--- src/rtl/coherence_bus_ctrl_if.sv ---
// coherence_bus_ctrl_if: per-core cache request/snoop lines and the shared RAM port
// Ports (slave = controller side, master = caches + RAM side):
//   iREN/iaddr, dREN/dWEN/daddr/dstore, cctrans/ccwrite  : core requests and snoop replies
//   iwait/iload, dwait/dload                             : per-word handshake and returned data
//   ccwait/ccinv/ccsnoopaddr                             : snoop broadcast to non-owning cores
//   ramREN/ramWEN/ramaddr/ramstore, ramload/ramstate     : single shared RAM port
interface coherence_bus_ctrl_if #(parameter int NCPU = 2);
  logic [NCPU-1:0] iREN, dREN, dWEN, cctrans, ccwrite;
  logic [NCPU-1:0] iwait, dwait, ccwait, ccinv;
  logic [NCPU-1:0][31:0] iaddr, daddr, dstore, iload, dload, ccsnoopaddr;
  logic ramREN, ramWEN;
  logic [31:0] ramaddr, ramstore, ramload;
  logic [1:0] ramstate;
  modport slave (
    input iREN, dREN, dWEN, cctrans, ccwrite, iaddr, daddr, dstore, ramload, ramstate,
    output iwait, dwait, ccwait, ccinv, iload, dload, ccsnoopaddr, ramREN, ramWEN, ramaddr, ramstore
  );
  modport master (
    output iREN, dREN, dWEN, cctrans, ccwrite, iaddr, daddr, dstore, ramload, ramstate,
    input iwait, dwait, ccwait, ccinv, iload, dload, ccsnoopaddr, ramREN, ramWEN, ramaddr, ramstore
  );
endinterface

--- src/rtl/coherence_bus_ctrl.sv ---
// coherence_bus_ctrl: round-robin memory controller and snoop-bus arbiter for NCPU cores
// Ports:
//   CLK  : system clock, rising edge
//   RST  : asynchronous active-high reset
//   bus  : coherence_bus_ctrl_if.slave carrying core requests, snoop lines and the RAM port
module coherence_bus_ctrl #(
  parameter int NCPU = 2,
  parameter int WORDS = 2
) (
  input logic CLK,
  input logic RST,
  coherence_bus_ctrl_if.slave bus
);
  localparam int OW = $clog2(NCPU);
  localparam int WB = $clog2(WORDS);
  localparam int WW = WB > 0 ? WB : 1;
  localparam logic [1:0] ACCESS = 2'd2;
  localparam logic [31:0] BMASK = ~((32'd1 << (WB + 2)) - 32'd1);
  typedef enum logic [2:0] {IDLE, SNOOP, SNOOPWAIT, FLUSH, RAMRD, RAMWR, IFETCH} state_t;
  state_t state, nxt;
  logic [OW-1:0] owner, resp, rr_ptr, sel, rsel, idx;
  logic [WW-1:0] wcnt;
  logic found, rfound, acc, blk, snp, last;
  logic [31:0] base, waddr;
  assign acc = bus.ramstate == ACCESS;
  assign blk = state inside {FLUSH, RAMRD, RAMWR};
  assign snp = state inside {SNOOP, SNOOPWAIT, FLUSH, RAMRD};
  assign last = acc && (state == IFETCH || (blk && wcnt == WW'(WORDS - 1)));
  assign base = bus.daddr[owner] & BMASK;
  assign waddr = base + (32'(wcnt) << 2);
  // Scan from rr_ptr with wraparound for the next owner; responder is the lowest non-owner flushing core
  always_comb begin
    found = 1'b0;
    sel = '0;
    idx = '0;
    rfound = 1'b0;
    rsel = '0;
    for (int i = 0; i < NCPU; i++) begin
      idx = OW'((int'(rr_ptr) + i) % NCPU);
      if (!found && (bus.iREN[idx] || bus.dREN[idx] || bus.dWEN[idx])) begin
        found = 1'b1;
        sel = idx;
      end
    end
    for (int j = 0; j < NCPU; j++) begin
      if (!rfound && j != int'(owner) && bus.cctrans[j]) begin
        rfound = 1'b1;
        rsel = OW'(j);
      end
    end
  end
  always_comb begin
    nxt = state;
    case (state)
      IDLE: nxt = !found ? IDLE : bus.dWEN[sel] ? RAMWR : bus.dREN[sel] ? SNOOP : IFETCH;
      SNOOP: nxt = SNOOPWAIT;
      SNOOPWAIT: nxt = rfound ? FLUSH : RAMRD;
      default: nxt = last ? IDLE : state;
    endcase
  end
  always_ff @(posedge CLK or posedge RST) begin
    if (RST) begin
      state <= IDLE;
      owner <= '0;
      resp <= '0;
      rr_ptr <= '0;
      wcnt <= '0;
    end else begin
      state <= nxt;
      if (state == IDLE && found) owner <= sel;
      if (state == SNOOPWAIT) resp <= rsel;
      // any state change clears the counter, so every data phase starts at word 0
      if (nxt != state) wcnt <= '0;
      else if (acc && blk) wcnt <= wcnt + 1'b1;
      if (last) rr_ptr <= owner == OW'(NCPU - 1) ? '0 : owner + 1'b1;
    end
  end
  always_comb begin
    bus.iwait = '1;
    bus.dwait = '1;
    bus.ccwait = '0;
    bus.ccinv = '0;
    bus.ccsnoopaddr = '0;
    bus.iload = '0;
    bus.dload = '0;
    bus.ramREN = 1'b0;
    bus.ramWEN = 1'b0;
    bus.ramaddr = '0;
    bus.ramstore = '0;
    if (snp) begin
      for (int j = 0; j < NCPU; j++) begin
        if (j != int'(owner)) begin
          bus.ccwait[j] = 1'b1;
          bus.ccinv[j] = bus.ccwrite[owner];
          bus.ccsnoopaddr[j] = base;
        end
      end
    end
    case (state)
      FLUSH: begin
        // Modified block goes to RAM and straight to the requester in the same beat
        bus.ramWEN = 1'b1;
        bus.ramaddr = waddr;
        bus.ramstore = bus.dstore[resp];
        bus.dload[owner] = bus.dstore[resp];
        bus.ccsnoopaddr[resp] = waddr;
        bus.dwait[owner] = !acc;
        bus.dwait[resp] = !acc;
      end
      RAMRD: begin
        bus.ramREN = 1'b1;
        bus.ramaddr = waddr;
        bus.dload[owner] = bus.ramload;
        bus.dwait[owner] = !acc;
      end
      RAMWR: begin
        bus.ramWEN = 1'b1;
        bus.ramaddr = waddr;
        bus.ramstore = bus.dstore[owner];
        bus.dwait[owner] = !acc;
      end
      IFETCH: begin
        bus.ramREN = 1'b1;
        bus.ramaddr = bus.iaddr[owner];
        bus.iload[owner] = bus.ramload;
        bus.iwait[owner] = !acc;
      end
      default: ;
    endcase
  end
endmodule

--- src/flat_wrapper.sv ---
// flat-port wrapper written by rule: the top's interface ports become plain ports
module coherence_bus_ctrl_flat 
#(
  parameter int NCPU = 2,
  parameter int WORDS = 2
)
  (CLK, RST, bus_iREN, bus_dREN, bus_dWEN, bus_cctrans, bus_ccwrite, bus_iaddr, bus_daddr, bus_dstore, bus_ramload, bus_ramstate, bus_iwait, bus_dwait, bus_ccwait, bus_ccinv, bus_iload, bus_dload, bus_ccsnoopaddr, bus_ramREN, bus_ramWEN, bus_ramaddr, bus_ramstore);
  coherence_bus_ctrl_if #(.NCPU(NCPU)) bus_i ();
  input logic CLK;
  input logic RST;
  input wire logic [$bits(bus_i.iREN)-1:0] bus_iREN;
  input wire logic [$bits(bus_i.dREN)-1:0] bus_dREN;
  input wire logic [$bits(bus_i.dWEN)-1:0] bus_dWEN;
  input wire logic [$bits(bus_i.cctrans)-1:0] bus_cctrans;
  input wire logic [$bits(bus_i.ccwrite)-1:0] bus_ccwrite;
  input wire logic [$bits(bus_i.iaddr)-1:0] bus_iaddr;
  input wire logic [$bits(bus_i.daddr)-1:0] bus_daddr;
  input wire logic [$bits(bus_i.dstore)-1:0] bus_dstore;
  input wire logic [$bits(bus_i.ramload)-1:0] bus_ramload;
  input wire logic [$bits(bus_i.ramstate)-1:0] bus_ramstate;
  output wire logic [$bits(bus_i.iwait)-1:0] bus_iwait;
  output wire logic [$bits(bus_i.dwait)-1:0] bus_dwait;
  output wire logic [$bits(bus_i.ccwait)-1:0] bus_ccwait;
  output wire logic [$bits(bus_i.ccinv)-1:0] bus_ccinv;
  output wire logic [$bits(bus_i.iload)-1:0] bus_iload;
  output wire logic [$bits(bus_i.dload)-1:0] bus_dload;
  output wire logic [$bits(bus_i.ccsnoopaddr)-1:0] bus_ccsnoopaddr;
  output wire logic [$bits(bus_i.ramREN)-1:0] bus_ramREN;
  output wire logic [$bits(bus_i.ramWEN)-1:0] bus_ramWEN;
  output wire logic [$bits(bus_i.ramaddr)-1:0] bus_ramaddr;
  output wire logic [$bits(bus_i.ramstore)-1:0] bus_ramstore;
  assign bus_i.iREN = bus_iREN;
  assign bus_i.dREN = bus_dREN;
  assign bus_i.dWEN = bus_dWEN;
  assign bus_i.cctrans = bus_cctrans;
  assign bus_i.ccwrite = bus_ccwrite;
  assign bus_i.iaddr = bus_iaddr;
  assign bus_i.daddr = bus_daddr;
  assign bus_i.dstore = bus_dstore;
  assign bus_i.ramload = bus_ramload;
  assign bus_i.ramstate = bus_ramstate;
  assign bus_iwait = bus_i.iwait;
  assign bus_dwait = bus_i.dwait;
  assign bus_ccwait = bus_i.ccwait;
  assign bus_ccinv = bus_i.ccinv;
  assign bus_iload = bus_i.iload;
  assign bus_dload = bus_i.dload;
  assign bus_ccsnoopaddr = bus_i.ccsnoopaddr;
  assign bus_ramREN = bus_i.ramREN;
  assign bus_ramWEN = bus_i.ramWEN;
  assign bus_ramaddr = bus_i.ramaddr;
  assign bus_ramstore = bus_i.ramstore;
  coherence_bus_ctrl #(.NCPU(NCPU), .WORDS(WORDS)) u_core (.CLK(CLK), .RST(RST), .bus(bus_i));
endmodule
--- config.mk ---
export PLATFORM = sky130hd
export DESIGN_NAME = coherence_bus_ctrl_flat
export DESIGN_NICKNAME = d
export VERILOG_FILES = /design/src/rtl/coherence_bus_ctrl_if.sv /design/src/rtl/coherence_bus_ctrl.sv /design/src/flat_wrapper.sv
export SDC_FILE = /design/constraint.sdc
export NUM_CORES = 1
export LEC_CHECK = 0
export ABC_AREA = 1
export BUFFER_PORTS_ARGS = -buffer_cell sky130_fd_sc_hd__buf_2
export CORE_AREA = 4 4 193 195
export DETAILED_ROUTE_END_ITERATION = 16
export DIE_AREA = 0 0 197 199
export GPL_ROUTABILITY_DRIVEN = 0
export REMOVE_ABC_BUFFERS = 1
export SETUP_SLACK_MARGIN = 0.15
export SLEW_MARGIN = 20
export SYNTH_ARGS = -nofsm -noshare
export SYNTH_HDL_FRONTEND = slang
export SYNTH_SLANG_ARGS = --single-unit
--- constraint.sdc ---
create_clock -name CLK -period 3.75 [get_ports CLK]
set_clock_uncertainty 0.05 [all_clocks]
set_input_delay 0.375 -clock CLK [delete_from_list [all_inputs] [get_ports CLK]]
set_output_delay 0.375 -clock CLK [all_outputs]
set_load 0.02 [all_outputs]
Word level (Yosys, flattened, before mapping)
Cells that the tools add are included.
{ "totals": {"ff_bits": 7, "input_bits": 238, "out_inout_bits": 266, "wordCells": 125} }
{ "classes": {"addsub": 4, "order_cmp": 7, "n_eq_ne": 8, "n_mux": 70, "bitwise": 5, "n_reduce_logical": 26} }
{ "op_table": {"columns": ["cell", "count"], "rows": [
  ["2-to-1 mux 32 bit", 12],
  ["2-to-1 mux 64 bit", 3],
  ["bitwise AND 64 bit", 2],
  ["one-hot mux 32 bit (2 select lines)", 2],
  ["one-hot mux 64 bit (2 select lines)", 1],
  ["bitwise mux 64 bit", 1],
  ["demux 32 bit (select 1 bit)", 2],
  ["2-to-1 mux 1 bit", 36],
  ["adder 32 x 3 -> 32 bit", 1],
  ["2-to-1 mux 3 bit", 5],
  ["logical AND 1 bit", 10],
  ["< comparator 1 x 2 -> 1 bit (second input constant)", 5],
  ["== test 3 bit (second input constant)", 3],
  ["one-hot mux 3 bit (3 select lines)", 1],
  ["== test 3 x 2 -> 1 bit (second input constant)", 2],
  ["2-to-1 mux 2 bit", 3],
  ["OR reduction 2 bit", 3],
  ["logical OR 1 bit", 5],
  ["one-hot mux 2 bit (2 select lines)", 1],
  ["nonzero test 4 bit", 1],
  ["adder 1 bit (second input constant)", 3],
  ["== test 3 x 1 -> 1 bit (second input constant)", 1],
  ["logical NOT 1 bit", 3],
  ["logical NOT 3 bit", 1],
  ["other kinds (11)", 13]
]} }

Logic depth before layout (Yosys ltp)
{ "depth": {"ltp_word": 16, "depth_mapped": 13, "mapped_depth_nobuf": 13} }

Worst setup path after synthesis
OpenSTA, ideal clock, no wires.
{ "synth_timing": {"path_type": "register to output", "from": "reg u_core.owner", "to": "out bus_ramstore[10]", "t_arrival_ps": 1670, "t_required_ps": 3325, "setup_slack_ps": 1655, "path_stages_with_launch": 7, "path_buffers": 3, "cell_sequence": "dfrtp_1 buf_2 inv_1 buf_2 clkbuf_1 nor2_1 o21ai_0"} }
{ "synth_via": {"elab_chain_cells": 3} }
{ "synth_lines": {"columns": ["item", "line", "text"], "rows": [
  ["start, declared", "coherence_bus_ctrl.sv:21", "logic [OW-1:0] owner, resp, rr_ptr, sel, rsel, idx;"],
  ["start signal, assigned", "coherence_bus_ctrl.sv:70", "if (state == IDLE && found) owner <= sel;"],
  ["2-to-1 mux 32 bit (implied by the code) (2 in a row)", "coherence_bus_ctrl.sv:119", "bus.ramstore = bus.dstore[owner];"],
  ["one-hot mux 32 bit (2 select lines)", "coherence_bus_ctrl.sv:99", "case (state)"],
  ["end, declared", "flat_wrapper.sv:31", "output wire logic [$bits(bus_i.ramstore)-1:0] bus_ramstore;"]
]} }
No other way between the ends. The select of a mux whose other input is x is not followed.

Final worst setup path
{ "layout_timing": {"from": "reg u_core.state[1]", "to": "out bus_ccsnoopaddr[60]"} }
{ "layout_via": {"elab_chain_cells": 5, "elab_cells_between_ends": 8, "classes_between": "4 x eq/ne; 3 x mux; 1 x reduce/logical"} }
{ "layout_lines": {"columns": ["item", "line", "text"], "rows": [
  ["start, declared", "coherence_bus_ctrl.sv:20", "state_t state, nxt;"],
  ["start signal, assigned", "coherence_bus_ctrl.sv:69", "state <= nxt;"],
  ["== test 3 x 1 -> 1 bit, or another cell as far along", "coherence_bus_ctrl.sv:27", "assign snp = state inside {SNOOP, SNOOPWAIT, FLUSH, RAMRD};"],
  ["nonzero test 4 bit", "coherence_bus_ctrl.sv:27", null],
  ["2-to-1 mux 64 bit", "coherence_bus_ctrl.sv:90", "if (snp) begin"],
  ["bitwise mux 64 bit", "coherence_bus_ctrl.sv:106", "bus.ccsnoopaddr[resp] = waddr;"],
  ["2-to-1 mux 64 bit *", "coherence_bus_ctrl.sv:99", null],
  ["end, declared", "flat_wrapper.sv:27", "output wire logic [$bits(bus_i.ccsnoopaddr)-1:0] bus_ccsnoopaddr;"]
]} }
Every way passes the cells marked *; elsewhere a longest branch is shown, timed or not.

==> run summary <==
vias in the first global route = 6687
initial antenna violation count = 1
synth-to-layout area growth = 76.67%
Die Span X = 197 µm
Worst Setup EP = bus_ccsnoopaddr[60]
CTS tree = yes
post-synthesis cell area = 3867 µm²
reg2reg end = u_core.wcnt
Max Clk Rate = 325.7 MHz
placed cell count = 1690
most common cell in the netlist = nand2_1
PwrDens = 749.3 nW/µm²
Worst Setup End Kind = output pin
DP HPWL = 22270 µm
Seq pwr share = 0.035
Max-Slew Margin vs Limit = 0.3377
worst vdd ir = 0.0005622 V
layout cell share with drive strength beyond 1 = 0.4298
Syn Area/Cell = 4.965 µm²
Core ar. = 35400 µm²
Worst Setup SP = u_core.state[1]
Final min period = 3.071 ns
Vias/cell = 4.385
ys async rst share = 1.000
CTS sink cnt = 7
Hold Buf Count CTS = 0
Tot GR Track Use = 0.1193
Final ANT Viol Nets = 0
clock buffer count from CTS = 3
Pins Over Slew Limit = 0
initial core utilization = 0.1093
Clk Latency, worst-skew pair = 0.23 ns
Int Pwr = 0.001614 W
Psw = 0.003505 W
Fin. Hold Viols = 0
Max clock buf depth = 2
unrepaired setup endpoints after global routing = no
Tcrit/Tclk final = 0.8188
Syn Inst Count = 779
setup ws final = 0.6793 ns
Root Driver = clkbuf_16
drt first pass iters = 5
R2R Path Start = u_core.state[1]
synth top area cells = nand2_1 (18%), nor2_1 (18%), a22oi_1 (12%), o22ai_1 (9.4%), o21ai_0 (8.4%)
status = completed
Cell Count, Final, Fillers Out = 1695
post-synth top area share = 0.1815
vias post-DR = 7433
Layout Nets = 1472
flops & latches, synth = 7
# setup viols final = 0
Worst Hold Class = input port to async pin
Startpoint Class = flip-flop
Wirelength per Cell = 16.01 µm
DP Worst Slack = 0.9550 ns
Routed WL = 27140 µm
number of gates resized after cts = 0
EDFF count, synth = 0
first-pass GRT wire length = 37580 µm
logic gate share of total power = 0.930
Port Buffer Count = 493
die height = 199 µm
largest net degree at the start of global routing = 42
P_leak = 4.124 nW
CP Data Arrival Time = 2.65 ns
post-CTS setup buffers = 0
flop2flop setup slack = 1.60 ns
Sw Ratio = 0.6847
type of the worst setup path = flip-flop to output pin
yosys warns = 0
H-tree depth = 1
Clk pwr share = 0.035
most frequent cells after synthesis = nand2_1 (187), nor2_1 (181), inv_1 (79)
Synth area leader = nand2_1
Least-Margin Pin Slew = 0.9911 ns
Rows = 69
I/O pin count = 504
Die Footprint = 39200 µm²
DRC = 0
First DRT Iteration DRCs = 595
Req. time, crit path = 3.32 ns
maxcap violations = 0
Seq/Total Area, Yosys = 0.04529
Netlist cell types = 28
Max FO, Critical Path = 41
FILL cells = 4114
R2R cell count = 11
grt total ovfl = 0
Synth Flop Type = dfrtp_1
Clock transition at path regs = 0.04 ns
==> cells by family (layout without fill, tap and decap cells) <==
| kind of cell | count (synthesis) | in the layout | share of synthesized area |
|---|---|---|---|
| other | 1 | 5 | 0.0009696 |
| AND/OR/NAND/NOR | 390 | 390 | 0.4018 |
| buffers and inverters | 149 | 600 | 0.1689 |
| flip-flops | 7 | 7 | 0.04529 |
| AO/OA/AOI/OAI | 232 | 232 | 0.3830 |
==> cell usage in the layout, fill, tap and decap left out <==
master / n
buf_2: 493
o22ai_1: 58
clkbuf_1: 1
nor2_1: 181
dfrtp_2: 1
nor2_4: 4
nor3_1: 3
nor3_2: 1
a22oi_1: 62
conb_1: 4
o21a_1: 32
diode_2: 1
o21ai_0: 65
buf_12: 1
a21boi_0: 2
nand3_1: 6
nand3b_1: 1
nand3_4: 1
o21ai_1: 8
buf_4: 18
dfrtp_1: 6
nor3_4: 2
a21oi_1: 3
nand4_1: 4
clkbuf_16: 3
inv_1: 78
nand2_1: 187
a22o_1: 2
inv_2: 6
==> state kept, by name, indices dropped and copies added, names as in the netlist <==
register       cells
u_core.owner       1
u_core.resp        1
u_core.rr_ptr      1
u_core.state       3
u_core.wcnt        1
==> power by group through the flow <==
| stage | Sequential (W) | Combinational (W) | Clock, W |
|---|---|---|---|
| after floorplan | 0.000213 | 0.00285 | 0 |
| after detailed placement | 0.000182 | 0.00472 | 0 |
| after global placement | 0.000180 | 0.00468 | 0 |
| after global routing | 0.000187 | 0.00510 | 0.000187 |
| after CTS | 0.000181 | 0.00474 | 0.000182 |
| final | 0.000180 | 0.00476 | 0.000179 |
==> critical path: stages, from the launching register on <==
cell     delay (ns)
dfrtp_1        0.57
nor2_1         0.12
nand2_1        0.14
nand4_1        0.14
inv_2          0.46
buf_4          0.50
o22ai_1        0.23
buf_2          0.23
==> layout make-up <==
class | count | area, µm² | share of cell area
diodes | 1 | 2.502 | 0.0003662
clock buffers | 4 | 78.83 | 0.01154
well taps | 461 | 576.8 | 0.08442
inverters | 84 | 315.3 | 0.04615
multi-input cells | 626 | 3060 | 0.4479
repair buffers | 512 | 2623 | 0.3838
flip-flops and latches | 7 | 176.4 | 0.02582
==> worst min-delay path by stage <==
stage | startpoint | end | slack, ns | cells after the start
finish | RST | u_core.state[2] | 0.02 | 2
global route | RST | u_core.wcnt | 0.05 | 2
CTS | RST | u_core.state[1] | 0.03 | 2
detailed placement | RST | u_core.resp | 0.27 | 2
global placement | RST | u_core.wcnt | 0.26 | 2
floorplan | RST | u_core.owner | 0.13 | 1
==> stage by stage <==
step	total power (W)	TNS [ns]	hold WS [ns]	util	instance area (µm²)
global route	0.005478	0	0.05171	0.1930	6833
finish	0.005120	0	0.01986	0.1930	6833
CTS	0.005101	0	0.03418	0.1930	6830
floorplan	0.003062	-20.52	0.1284	-	3541
global placement	0.004863	0	0.2646	0.1907	6751
detailed placement	0.004906	0	0.2709	0.1907	6751
==> metal layers <==
| layer | GRT usage | wire length, µm |
|---|---|---|
| met1 | 0.1541 | 10740 |
| met2 | 0.2079 | 13300 |
| met3 | 0.02083 | 2604 |
| met4 | 0.02671 | 484 |
| met5 | 0 | 0 |
Note: power is estimated with default switching activity, not from simulation.
